`src/rtl/mem_arb_pkg.sv`:
```
// Shared types and defaults for the two-port data-memory arbiter.
package mem_arb_pkg;

    localparam int AW_DEFAULT = 10;
    localparam int DW_DEFAULT = 32;

    typedef enum logic [1:0] {
        IDLE   = 2'd0,
        ACCESS = 2'd1,
        RESP   = 2'd2
    } arb_state_t;

endpackage

```
`src/rtl/mem_arbiter_select.sv`:
```
// arb_select: combinational winner selection between the two requesters.
// ARB_ROUND_ROBIN_EN selects round-robin on ties; otherwise port 0 always wins.
module arb_select
    import mem_arb_pkg::*;
(
    input  logic req0,
    input  logic req1,
    input  logic last_grant,
    output logic grant
);

`ifdef ARB_ROUND_ROBIN_EN
    // On a tie, hand the grant to whichever port did not win last time.
    always_comb begin
        if (req0 && req1) begin
            grant = ~last_grant;
        end else begin
            grant = req1;
        end
    end
`else
    logic unused_last_grant;
    assign unused_last_grant = last_grant;

    always_comb begin
        grant = ~req0;
    end
`endif

endmodule

```
`src/rtl/mem_arbiter.sv`:
```
// mem_arbiter: shares one single-port data memory between a CPU (port 0) and a loader (port 1).
// Define ARB_ROUND_ROBIN_EN for round-robin tie-breaking; default build is fixed priority.
module mem_arbiter
    import mem_arb_pkg::*;
#(
    parameter int AW = AW_DEFAULT,
    parameter int DW = DW_DEFAULT
) (
    input  logic          clk,
    input  logic          rst,
    input  logic          req0,
    input  logic          req1,
    input  logic          we0,
    input  logic          we1,
    input  logic [AW-1:0] addr0,
    input  logic [AW-1:0] addr1,
    input  logic [DW-1:0] wdata0,
    input  logic [DW-1:0] wdata1,
    output logic          ack0,
    output logic          ack1,
    output logic          rvalid0,
    output logic          rvalid1,
    output logic [DW-1:0] rdata,
    output logic [AW-1:0] mem_addr,
    output logic          mem_writeen,
    output logic [DW-1:0] mem_writeint,
    input  logic [DW-1:0] mem_RD
);

    arb_state_t    state_reg, state_next;
    logic          grant;
    logic          grant_reg;
    logic          we_reg;
    logic [AW-1:0] addr_reg;
    logic [DW-1:0] wdata_reg;
    logic [DW-1:0] rdata_reg;
    logic          last_grant;

`ifdef ARB_ROUND_ROBIN_EN
    logic last_grant_reg;

    // Reset to 1 so port 0 takes the first tie.
    always_ff @(posedge clk) begin
        if (rst) begin
            last_grant_reg <= 1'b1;
        end else if (ack0 || ack1) begin
            last_grant_reg <= grant;
        end
    end

    assign last_grant = last_grant_reg;
`else
    assign last_grant = 1'b1;
`endif

    arb_select u_arb_select (
        .req0       (req0),
        .req1       (req1),
        .last_grant (last_grant),
        .grant      (grant)
    );

    // Handshake pulses are decoded from the current state; reset masks them so
    // an in-flight write or read response is dropped rather than retried.
    always_comb begin
        state_next  = state_reg;
        ack0        = 1'b0;
        ack1        = 1'b0;
        rvalid0     = 1'b0;
        rvalid1     = 1'b0;
        mem_writeen = 1'b0;
        if (!rst) begin
            case (state_reg)
                IDLE: begin
                    if (req0 || req1) begin
                        state_next = ACCESS;
                        ack0       = ~grant;
                        ack1       = grant;
                    end
                end
                ACCESS: begin
                    state_next  = RESP;
                    mem_writeen = we_reg;
                end
                RESP: begin
                    state_next = IDLE;
                    rvalid0    = ~we_reg & ~grant_reg;
                    rvalid1    = ~we_reg & grant_reg;
                end
                default: begin
                    state_next = IDLE;
                end
            endcase
        end
    end

    always_ff @(posedge clk) begin
        if (rst) begin
            state_reg <= IDLE;
            grant_reg <= 1'b0;
            we_reg    <= 1'b0;
            addr_reg  <= '0;
            wdata_reg <= '0;
            rdata_reg <= '0;
        end else begin
            state_reg <= state_next;
            if (ack0 || ack1) begin
                grant_reg <= grant;
                we_reg    <= grant ? we1    : we0;
                addr_reg  <= grant ? addr1  : addr0;
                wdata_reg <= grant ? wdata1 : wdata0;
            end
            if (state_reg == ACCESS && !we_reg) begin
                rdata_reg <= mem_RD;
            end
        end
    end

    assign mem_addr     = addr_reg;
    assign mem_writeint = wdata_reg;
    assign rdata        = rdata_reg;

endmodule

```
`config.mk`:
```
export PLATFORM = sky130hd
export DESIGN_NAME = mem_arbiter
export DESIGN_NICKNAME = d
export VERILOG_FILES = /design/src/rtl/mem_arb_pkg.sv /design/src/rtl/mem_arbiter_select.sv /design/src/rtl/mem_arbiter.sv
export SDC_FILE = /design/constraint.sdc
export NUM_CORES = 1
export LEC_CHECK = 0
export CORE_MARGIN = 2
export CORE_UTILIZATION = 41
export DETAILED_ROUTE_END_ITERATION = 12
export PLACE_DENSITY = 0.86
export SKIP_LAST_GASP = 1
export SYNTH_ARGS = -nofsm -noshare
export SYNTH_HDL_FRONTEND = slang
export SYNTH_SLANG_ARGS = --single-unit
```
`constraint.sdc`:
```
create_clock -name clk -period 3.8 [get_ports clk]
set_input_delay 0.76 -clock clk [delete_from_list [all_inputs] [get_ports clk]]
set_output_delay 0.76 -clock clk [all_outputs]
set_load 0.005 [all_outputs]
```
==> results of run 1 <==
-- kinds of logic (layout without fill, tap and decap cells) --
logic type	count (synthesis)	count (layout)	synth area share
AOI/OAI and AO/OA	120	120	0.264
and+or+nand+nor	78	78	0.0999
muxes	43	43	0.125
buffers and inverters	35	221	0.0561
DFF	78	78	0.455
-- through the flow --
| step | instances | total power (uW) | hold slack [ps] |
|---|---|---|---|
| finish | 645 | 2160 | 457 |
| floorplan | 354 | 1170 | 453 |
| global route | 645 | 2250 | 483 |
| CTS | 645 | 2180 | 461 |
| global placement | 629 | 1450 | 441 |
| detailed placement | 629 | 1470 | 450 |
-- layer usage --
layer	vias to the layer above	global-route usage	routed length [um]
met3	15	0.0601	863
met5	-	0	0
li1	1620	-	-
met2	130	0.397	5310
met4	0	0.0750	152
met1	1510	0.232	3900
-- area by class of cell --
type,instances,area (um^2)
Clock buffer,12,155
Tap cell,105,131
Multi-Input combinational cell,241,1690
Sequential cell,78,1560
Clock inverter,4,77.6
Timing Repair Buffer,205,2040
Fill cell,650,2520
-- path summary, 6_finish.rpt --
kind | to | start | cells past startpoint
max | mem_writeen | rst | 4
min | rdata[19] | rdata[19] | 2
max reg2reg | mem_writeint[14] | state_reg[1] | 5
min reg2reg | rdata[19] | rdata[19] | 2
-- layout by cell type, fill, tap and decap left out --
cell / Yosys / layout
a21oi_1: 76 / 76
clkdlybuf4s50_1: 0 / 198
nor3b_4: 0 / 1
clkbuf_8: 0 / 11
nor3_4: 1 / 1
bufinv_16: 0 / 2
mux2i_1: 43 / 43
inv_6: 0 / 1
buf_4: 1 / 5
buf_12: 0 / 1
clkinv_4: 0 / 1
clkbuf_1: 12 / 1
buf_2: 16 / 1
and2_2: 0 / 1
and2_1: 3 / 2
dfxtp_1: 78 / 78
a211oi_2: 39 / 39
a211oi_1: 5 / 5
nor3b_1: 2 / 2
and3b_1: 1 / 1
nand2_1: 65 / 65
or3b_1: 1 / 1
or2_1: 1 / 1
nor2_1: 2 / 2
nor3_1: 1 / 1
-- worst reg2reg max path: stages (launching register included) --
cell and delay, ps:
dfxtp_1 410, nor3_4 250, buf_4 430, and2_2 530
buf_12 280, a211oi_1 110
-- power by group --
group	internal (uW)	switching, uW
Clock	410	307
Combinational	306	211
Sequential	884	40.4
Total	1600	558
==> summary.txt, run 1 <==
GRT
  • Largest net degree at the start of global routing: between 40 and 50
  • First-pass GRT wire length: about 15 mm
  • Initial antenna violation count: 0
  • Overall Global Routing Usage: 0.214
  • Grt ovf: 0
  • Number of global-route vias before repair: between 3000 and 4000

Worst setup path
  • Req. time, crit path: 3040 ps
  • R2R setup slack: 1650 ps
  • Critical Path Sink Type: output pin
  • Worst EP arrival: 2010 ps
  • Cell family with most CP delay: buffers and inverters
  • CP Buf/Inv Count: 2
  • Crit path cell chain: buf_4 -> nor3b_1 -> and2_1 -> clkdlybuf4s50_1
  • Critical path launch point type: primary input
  • Worst-path fanout max: 43
  • Kind of critical path: primary input to output pin
  • CP max stage delay: 490 ps
  • Crit-path slowest cell: clkdlybuf4s50_1

STA
  • Period utilization: 0.730
  • Tmin final: about 2800 ps
  • Setup TNS: 0 ps
  • Slew Limit Fails: 0
  • Slew margin rel.: 0.238
  • Skew final: 8.53 ps
  • Final hold vios: 0
  • Setup repair after global routing missed its margin: no
  • Final WS setup: 1030 ps
  • Final setup vio count: 0
  • Worst slew pin tran: 1140 ps
  • FMAX: around 360 MHz

Route
  • Wirelength, routed: slightly above 10 mm
  • DR vias: 3275
  • Residual DRC: 0
  • Wire length per cell: between 15 and 20 um
  • Initial DRT Pass Iterations: 4
  • Vias/cell: around 5
  • DRT iter0 DRCs: slightly below 80
  • ANT nets after route: 0

CTS
  • Post-CTS sizing: 0
  • Worst skew pair latency: roughly 340 ps
  • Clock-pin slew on the worst setup and hold paths: 80 ps
  • Cts hold-fix bufs: 0
  • Clk sinks: 78
  • Setup bufs post-CTS: 0
  • Clock Path Buffers: 2
  • CTS buffer count: 9
  • H-tree Lvls: 3
  • TritonCTS clock tree: done
  • Root Driver: clkbuf_8

Logic synthesis
  • Synth Register Bits: between 70 and 80
  • Avg Synthesized Cell Area: between 9 and 10 um^2
  • Top post-synthesis cells by count: 78 x dfxtp_1, 76 x a21oi_1, 65 x nand2_1, 43 x mux2i_1, 39 x a211oi_2
  • Area share of the largest cell type after synthesis: 0.455
  • Top post-synthesis cells by area: dfxtp_1 45%, a211oi_2 14%, mux2i_1 13%
  • Synth async-reset ratio: 0
  • Sequential area share after synthesis: 0.455
  • Count leader, synth: dfxtp_1
  • Synth area leader: dfxtp_1
  • Most used DFF post-synth: dfxtp_1
  • Post-synth EDFFs: 0
  • Synth warn: 0
  • Post-Syn Area: 3430 um^2
  • Synth Instances: ~350
  • Synth unique cells: 20
  • Syn_nets: approximately 480

Power and ir drop
  • Cell Pwr Density: approximately 380 nW/um^2
  • Leakage: around 0.0021 uW
  • Peak supply drop: between 0.2 and 0.3 mV

Die
  • Die area: roughly 9000 um^2
  • Core area: between 8000 and 9000 um^2
  • Row cnt: 33
  • Die height: about 96 um
  • Initial Util: 0.420
  • Die width: approximately 96 um
  • Io pins: ~200

Place
  • Placed instance area: 5420 um^2
  • Placer Congestion: just under 0.8
  • DP HPWL: around 7.6 mm
  • Dpl ws: ~1000 ps
  • Port buffer count: 200

Layout
  • Final Cell Area: about 5700 um^2
  • Diode count: 0
  • # nets final: between 600 and 700
  • Share of the core filled with cells: 0.692
  • Layout area overhead: 64.8%
  • Share of post-route cells with drive strength above 1: 0.119

Run
  • Maxcap violations: 0

Run status
  • Outcome: finished, final reports clean

Hold path
  • Min-Delay Path Class: flop to flop
(Power assumes the default switching activity.)
==> inputs of run 2 (changes only) <==
--- a/config.mk
+++ b/config.mk
@@ -6,9 +6,9 @@
 export NUM_CORES = 1
 export LEC_CHECK = 0
 export CORE_MARGIN = 2
-export CORE_UTILIZATION = 41
+export CORE_UTILIZATION = 38
 export DETAILED_ROUTE_END_ITERATION = 12
-export PLACE_DENSITY = 0.86
+export PLACE_DENSITY = 0.81
 export SKIP_LAST_GASP = 1
 export SYNTH_ARGS = -nofsm -noshare
 export SYNTH_HDL_FRONTEND = slang
==> constraint.sdc (replaced) <==
create_clock -name clk -period 2.9 [get_ports clk]
set_input_delay 0.58 -clock clk [delete_from_list [all_inputs] [get_ports clk]]
set_output_delay 0.58 -clock clk [all_outputs]
set_load 0.005 [all_outputs]
==> run 2 against run 1 <==
Sequential power up 31%. Largest cell class unchanged. Cell area up 0.20%. Sequential share of layout area down 0.055 points. Register-to-register slack worse by 940 ps. Highest routed layer unchanged.
==> summary.txt, run 2 (synthesis results as in run 1) <==
Layout
  • Number of fill cells in the layout: 723 (+11%)
  • Diode count: 0 (unchanged)
  • Share of post-route cells with drive strength above 1: 0.122 (+0.00325)
  • Most frequent cells in the layout: 198 x clkdlybuf4s50_1, 78 x dfxtp_1, 76 x a21oi_1, 65 x nand2_1, 43 x mux2i_1
  • Multi-input logic area: 1690 um^2 (unchanged)
  • Layout area overhead: 65.1%
  • Share of the core filled with cells: 0.650 (-0.0420)
  • Storage cell area: 1560 um^2 (unchanged)
  • Final Cell Area: 5670 um^2 (+0.20%)
  • # nets final: 659 (+0.30%)
  • Commonest non-fill, non-tap cell in the layout: clkdlybuf4s50_1

Route
  • Wire length per cell: 15.5 um (-1.9%)
  • Vias/cell: 5.04 (-0.83%)
  • Initial DRT Pass Iterations: 4 (unchanged)
  • Residual DRC: 0 (unchanged)
  • DRT iter0 DRCs: 85 (+9.0%)
  • DR vias: 3273 (-0.061%)
  • ANT nets after route: 0 (unchanged)
  • Wirelength, routed: 10.1 mm (-1.2%)

STA
  • Setup TNS: 0 ps (unchanged)
  • Slew Limit Fails: 0 (unchanged)
  • Final setup vio count: 0 (unchanged)
  • Worst slew pin tran: 1200 ps (+60.3 ps)
  • FMAX: 415 MHz
  • Slew margin rel.: 0.198 (-0.0394)
  • Skew final: 8.12 ps (-0.401 ps)
  • Period utilization: 0.830
  • Setup repair after global routing missed its margin: no
  • WHS: 456 ps (-1.22 ps)
  • Tmin final: 2410 ps
  • Final hold vios: 0 (unchanged)

CTS
  • Clk sinks: 78 (unchanged)
  • TritonCTS clock tree: done
  • Worst skew pair latency: 330 ps (about the same)
  • Cts hold-fix bufs: 0 (unchanged)
  • Post-CTS sizing: 0 (unchanged)
  • Root Driver: clkbuf_8
  • H-tree Lvls: 3 (unchanged)
  • Setup bufs post-CTS: 0 (unchanged)
  • Clock-pin slew on the worst setup and hold paths: 80 ps (about the same)
  • CTS buffer count: 9 (unchanged)
  • Clock Path Buffers: 2 (unchanged)

GRT
  • Grt ovf: 0 (unchanged)
  • Initial antenna violation count: 0 (unchanged)
  • Met1 Use GR: 0.220 (-0.0125)
  • GR Util met2: 0.373 (-0.0246)
  • GR peak layer: met2
  • Largest net degree at the start of global routing: 50 (+11%)
  • GRT met3 Usage: 0.0645 (+0.00446)
  • First-pass GRT wire length: 16.3 mm (+6.3%)
  • Overall Global Routing Usage: 0.202 (-0.0121)
  • Number of global-route vias before repair: 3373 (+4.0%)

Die
  • Die width: 99.1 um (+3.7%)
  • Core area: 8720 um^2 (+6.7%)
  • Initial Util: 0.394 (-0.0263)
  • Io pins: 201 (unchanged)
  • Die height: 99.1 um (+3.7%)
  • Die area: 9810 um^2 (+7.6%)
  • Row cnt: 34 (+3.0%)

Worst setup path
  • Crit path cell chain: nor3_4 -> and3b_1 -> clkdlybuf4s50_1
  • Worst EP arrival: 1830 ps (-180 ps)
  • Critical path launch point type: flop
  • Worst-path fanout max: 11 (-74%)
  • Req. time, crit path: 2320 ps (-720 ps)
  • CP max stage delay: 500 ps (about the same)
  • Kind of critical path: flop to output pin
  • Critical Path Sink Type: output pin
  • Crit-path slowest cell: clkdlybuf4s50_1

Power and ir drop
  • Peak supply drop: 0.283 mV (-0.14%)
  • Leakage: 0.00206 uW (about the same)
  • Cell Pwr Density: 501 nW/um^2 (+31%)

Place
  • Placer Congestion: 0.754 (-3.8%)
  • Port buffer count: 200 (unchanged)
  • Placed instance area: 5430 um^2 (+0.12%)
  • DP HPWL: 7.51 mm (-1.6%)

Run
  • Maxcap violations: 0 (unchanged)

Run status
  • Outcome: finished, final reports clean

Hold path
  • Min-Delay Path Class: flop to flop
## run 2: metal layers
metal	routed length [um]	vias up
li1	-	1619
met1	3830	1521
met2	5220	123
met3	905	10
met4	146	0
met5	0	-
## run 2: critical path: cells and delay by family (launching register included)
family,cells,cell delay (ps)
AND/OR/NAND/NOR,2,610
flip-flops,1,390
buffers and inverters,1,500
## run 2: worst paths after layout
path / startpoint / to / slack, ps / cells after the start
worst max-delay path: state_reg[1] / ack1 / 490 / 3
worst min-delay path: rdata[27] / rdata[27] / 460 / 2
worst max register to register: state_reg[1] / mem_writeint[11] / 710 / 3
worst min register to register: rdata[27] / rdata[27] / 460 / 2
## run 2: final cells by class
class                           count  share of cell area
Clock inverter                      6              0.0194
Clock buffer                       10              0.0225
Sequential cell                    78               0.275
Tap cell                          108              0.0238
Multi-Input combinational cell    241               0.298
Timing Repair Buffer              207               0.361
## run 2: report_power, final
part	internal [uW]	switching, uW
combinational	400	278
sequential	1160	49.5
clock	571	385
total	2130	713
## run 2: stage by stage
stage	setup WS (ps)	total power (uW)	cells
global placement	409	1900	634
detailed placement	374	1920	634
CTS	462	2880	650
floorplan	968	1530	354
finish	493	2840	650
global route	373	2970	650
==> inputs of run 3 (changes only) <==
--- a/config.mk
+++ b/config.mk
@@ -6,9 +6,9 @@
 export NUM_CORES = 1
 export LEC_CHECK = 0
 export CORE_MARGIN = 2
-export CORE_UTILIZATION = 38
+export CORE_UTILIZATION = 34
 export DETAILED_ROUTE_END_ITERATION = 12
-export PLACE_DENSITY = 0.81
+export PLACE_DENSITY = 0.76
 export SKIP_LAST_GASP = 1
 export SYNTH_ARGS = -nofsm -noshare
 export SYNTH_HDL_FRONTEND = slang
==> constraint.sdc (replaced) <==
create_clock -name clk -period 2.1 [get_ports clk]
set_input_delay 0.42 -clock clk [delete_from_list [all_inputs] [get_ports clk]]
set_output_delay 0.42 -clock clk [all_outputs]
set_load 0.005 [all_outputs]
==> run 3 against run 2 <==
Wire length is 2.2% higher. Sequential power is 38% higher. Largest power group unchanged. Via count is 1.5% higher. Count of clock-buffer cells in the layout is 4 higher. Clock skew is 1.9 ps lower.
==> summary.txt, run 3 (synthesis results as in run 1) <==
STA
  • WHS: 304 ps (-152 ps)
  • Slew margin rel.: 0.599 (+0.401)
  • Final setup vio count: 0 (unchanged)
  • Setup repair after global routing missed its margin: yes
  • Worst slew pin tran: 601 ps (-602 ps)
  • Period utilization: 0.961
  • Slew Limit Fails: 0 (unchanged)
  • FMAX: about 500 MHz
  • Setup TNS: 0 ps (unchanged)
  • Tmin final: 2020 ps
  • Skew final: 6.27 ps (-1.86 ps)
  • Final hold vios: 0 (unchanged)
  • Final WS setup: 82.7 ps (-410 ps)

GRT
  • Grt ovf: 0 (unchanged)
  • Overall Global Routing Usage: 0.188 (-0.0139)
  • First-pass GRT wire length: 17.0 mm (+4.6%)
  • Number of global-route vias before repair: 3369 (-0.12%)
  • Largest net degree at the start of global routing: 45 (-10%)
  • Initial antenna violation count: 0 (unchanged)

Layout
  • Diode count: 0 (unchanged)
  • Most frequent cells in the layout: 197 x clkdlybuf4s50_1, 76 x a21oi_1, 76 x dfxtp_1, 65 x nand2_1, 43 x mux2i_1
  • Share of post-route cells with drive strength above 1: 0.139 (+0.0172)
  • Commonest non-fill, non-tap cell in the layout: clkdlybuf4s50_1
  • Final non-filler cell total: 680 (+4.6%)
  • Number of fill cells in the layout: 860 (+19%)
  • # nets final: 664 (+0.76%)
  • Layout area overhead: 68.3%

Die
  • Die area: 10900 um^2 (+11%)
  • Io pins: 201 (unchanged)
  • Core area: 9770 um^2 (+12%)
  • Die width: 104 um (+5.5%)
  • Initial Util: 0.351 (-0.0424)
  • Row cnt: 36 (+5.9%)
  • Die height: 104 um (+5.5%)

Worst setup path
  • Worst-path fanout max: 6 (-5)
  • Critical Path Sink Type: output pin
  • Kind of critical path: flop to output pin
  • Req. time, crit path: 1680 ps (-640 ps)
  • Critical path launch point type: flop
  • Worst EP arrival: 1600 ps (-230 ps)

Route
  • Residual DRC: 0 (unchanged)
  • Initial DRT Pass Iterations: 4 (unchanged)
  • Vias/cell: 4.88 (-3.0%)
  • DR vias: 3321 (+1.5%)
  • Wirelength, routed: 10.3 mm (+2.2%)
  • Wire length per cell: 15.2 um (-2.3%)
  • DRT iter0 DRCs: 98 (+15%)
  • ANT nets after route: 0 (unchanged)

Run status
  • Outcome: finished, final reports clean

Place
  • DP HPWL: 7.66 mm (+2.0%)
  • Port buffer count: 200 (unchanged)
  • Placed insts: 664 (+4.7%)
  • Placer Congestion: 0.738 (-2.1%)
  • Dpl ws: 99.9 ps (-274 ps)

CTS
  • Clock-pin slew on the worst setup and hold paths: 80 ps (about the same)
  • Root Driver: clkbuf_8
  • Clock Path Buffers: 2 (unchanged)
  • Worst skew pair latency: 330 ps (about the same)
  • H-tree Lvls: 3 (unchanged)
  • TritonCTS clock tree: done
  • CTS buffer count: 9 (unchanged)
  • Clk sinks: 78 (unchanged)

Hold path
  • Min-Delay Path Class: primary input to flop

Power and ir drop
  • Cell Pwr Density: 688 nW/um^2 (+37%)
  • Peak supply drop: 0.366 mV (+29%)
  • Leakage: 0.00213 uW (+3.2%)

Run
  • Maxcap violations: 0 (unchanged)
## run 3: worst max-delay path: stages (launching register included)
cell and delay [ps]:
dfxtp_2 400, nor3b_2 190, and2_1 150, clkdlybuf4s50_1 530
## run 3: stage by stage
step | instance area, um^2 | total power [uW] | util
global placement | 5510 | 2630 | 0.564
floorplan | 3430 | 2120 | -
finish | 5780 | 3980 | 0.591
CTS | 5770 | 4040 | 0.590
global route | 5780 | 4170 | 0.591
detailed placement | 5510 | 2660 | 0.564
## run 3: per-layer routing
| layer | global-route usage | routed length, um |
|---|---|---|
| met5 | 0 | 0 |
| met4 | 0.0676 | 231 |
| met3 | 0.0727 | 930 |
| met2 | 0.317 | 5030 |
| met1 | 0.217 | 4140 |
## run 3: path summary, 6_finish.rpt
check	startpoint	to	slack, ps	cells after the start
max	state_reg[0]	mem_writeen	80	3
min reg2reg	rdata[12]	rdata[12]	460	2
max reg2reg	state_reg[0]	mem_writeint[12]	320	5
min	rst	state_reg[1]	300	2
## run 3: power by group
group,switching [uW],internal [uW],leakage (uW)
combinational,386,564,0.00136
sequential,68.7,1600,0.000642
clock,527,833,0.000129
## run 3: layout make-up
type / count / area (um^2) / share of cell area
timing repair buffer: 212 / 2100 / 0.363
multi-input combinational: 241 / 1700 / 0.294
sequential: 78 / 1560 / 0.271
clock buffer: 14 / 193 / 0.0333
tap: 133 / 166 / 0.0288
clock inverter: 2 / 60.1 / 0.0104
## run 3: repair_timing
action | in CTS | in global routing
setup endpoints to repair | 3 | 3
hold buffers | 0 | 0
resized for setup | 2 | 3
setup buffers | 0 | 0
pin swaps | 0 | 1
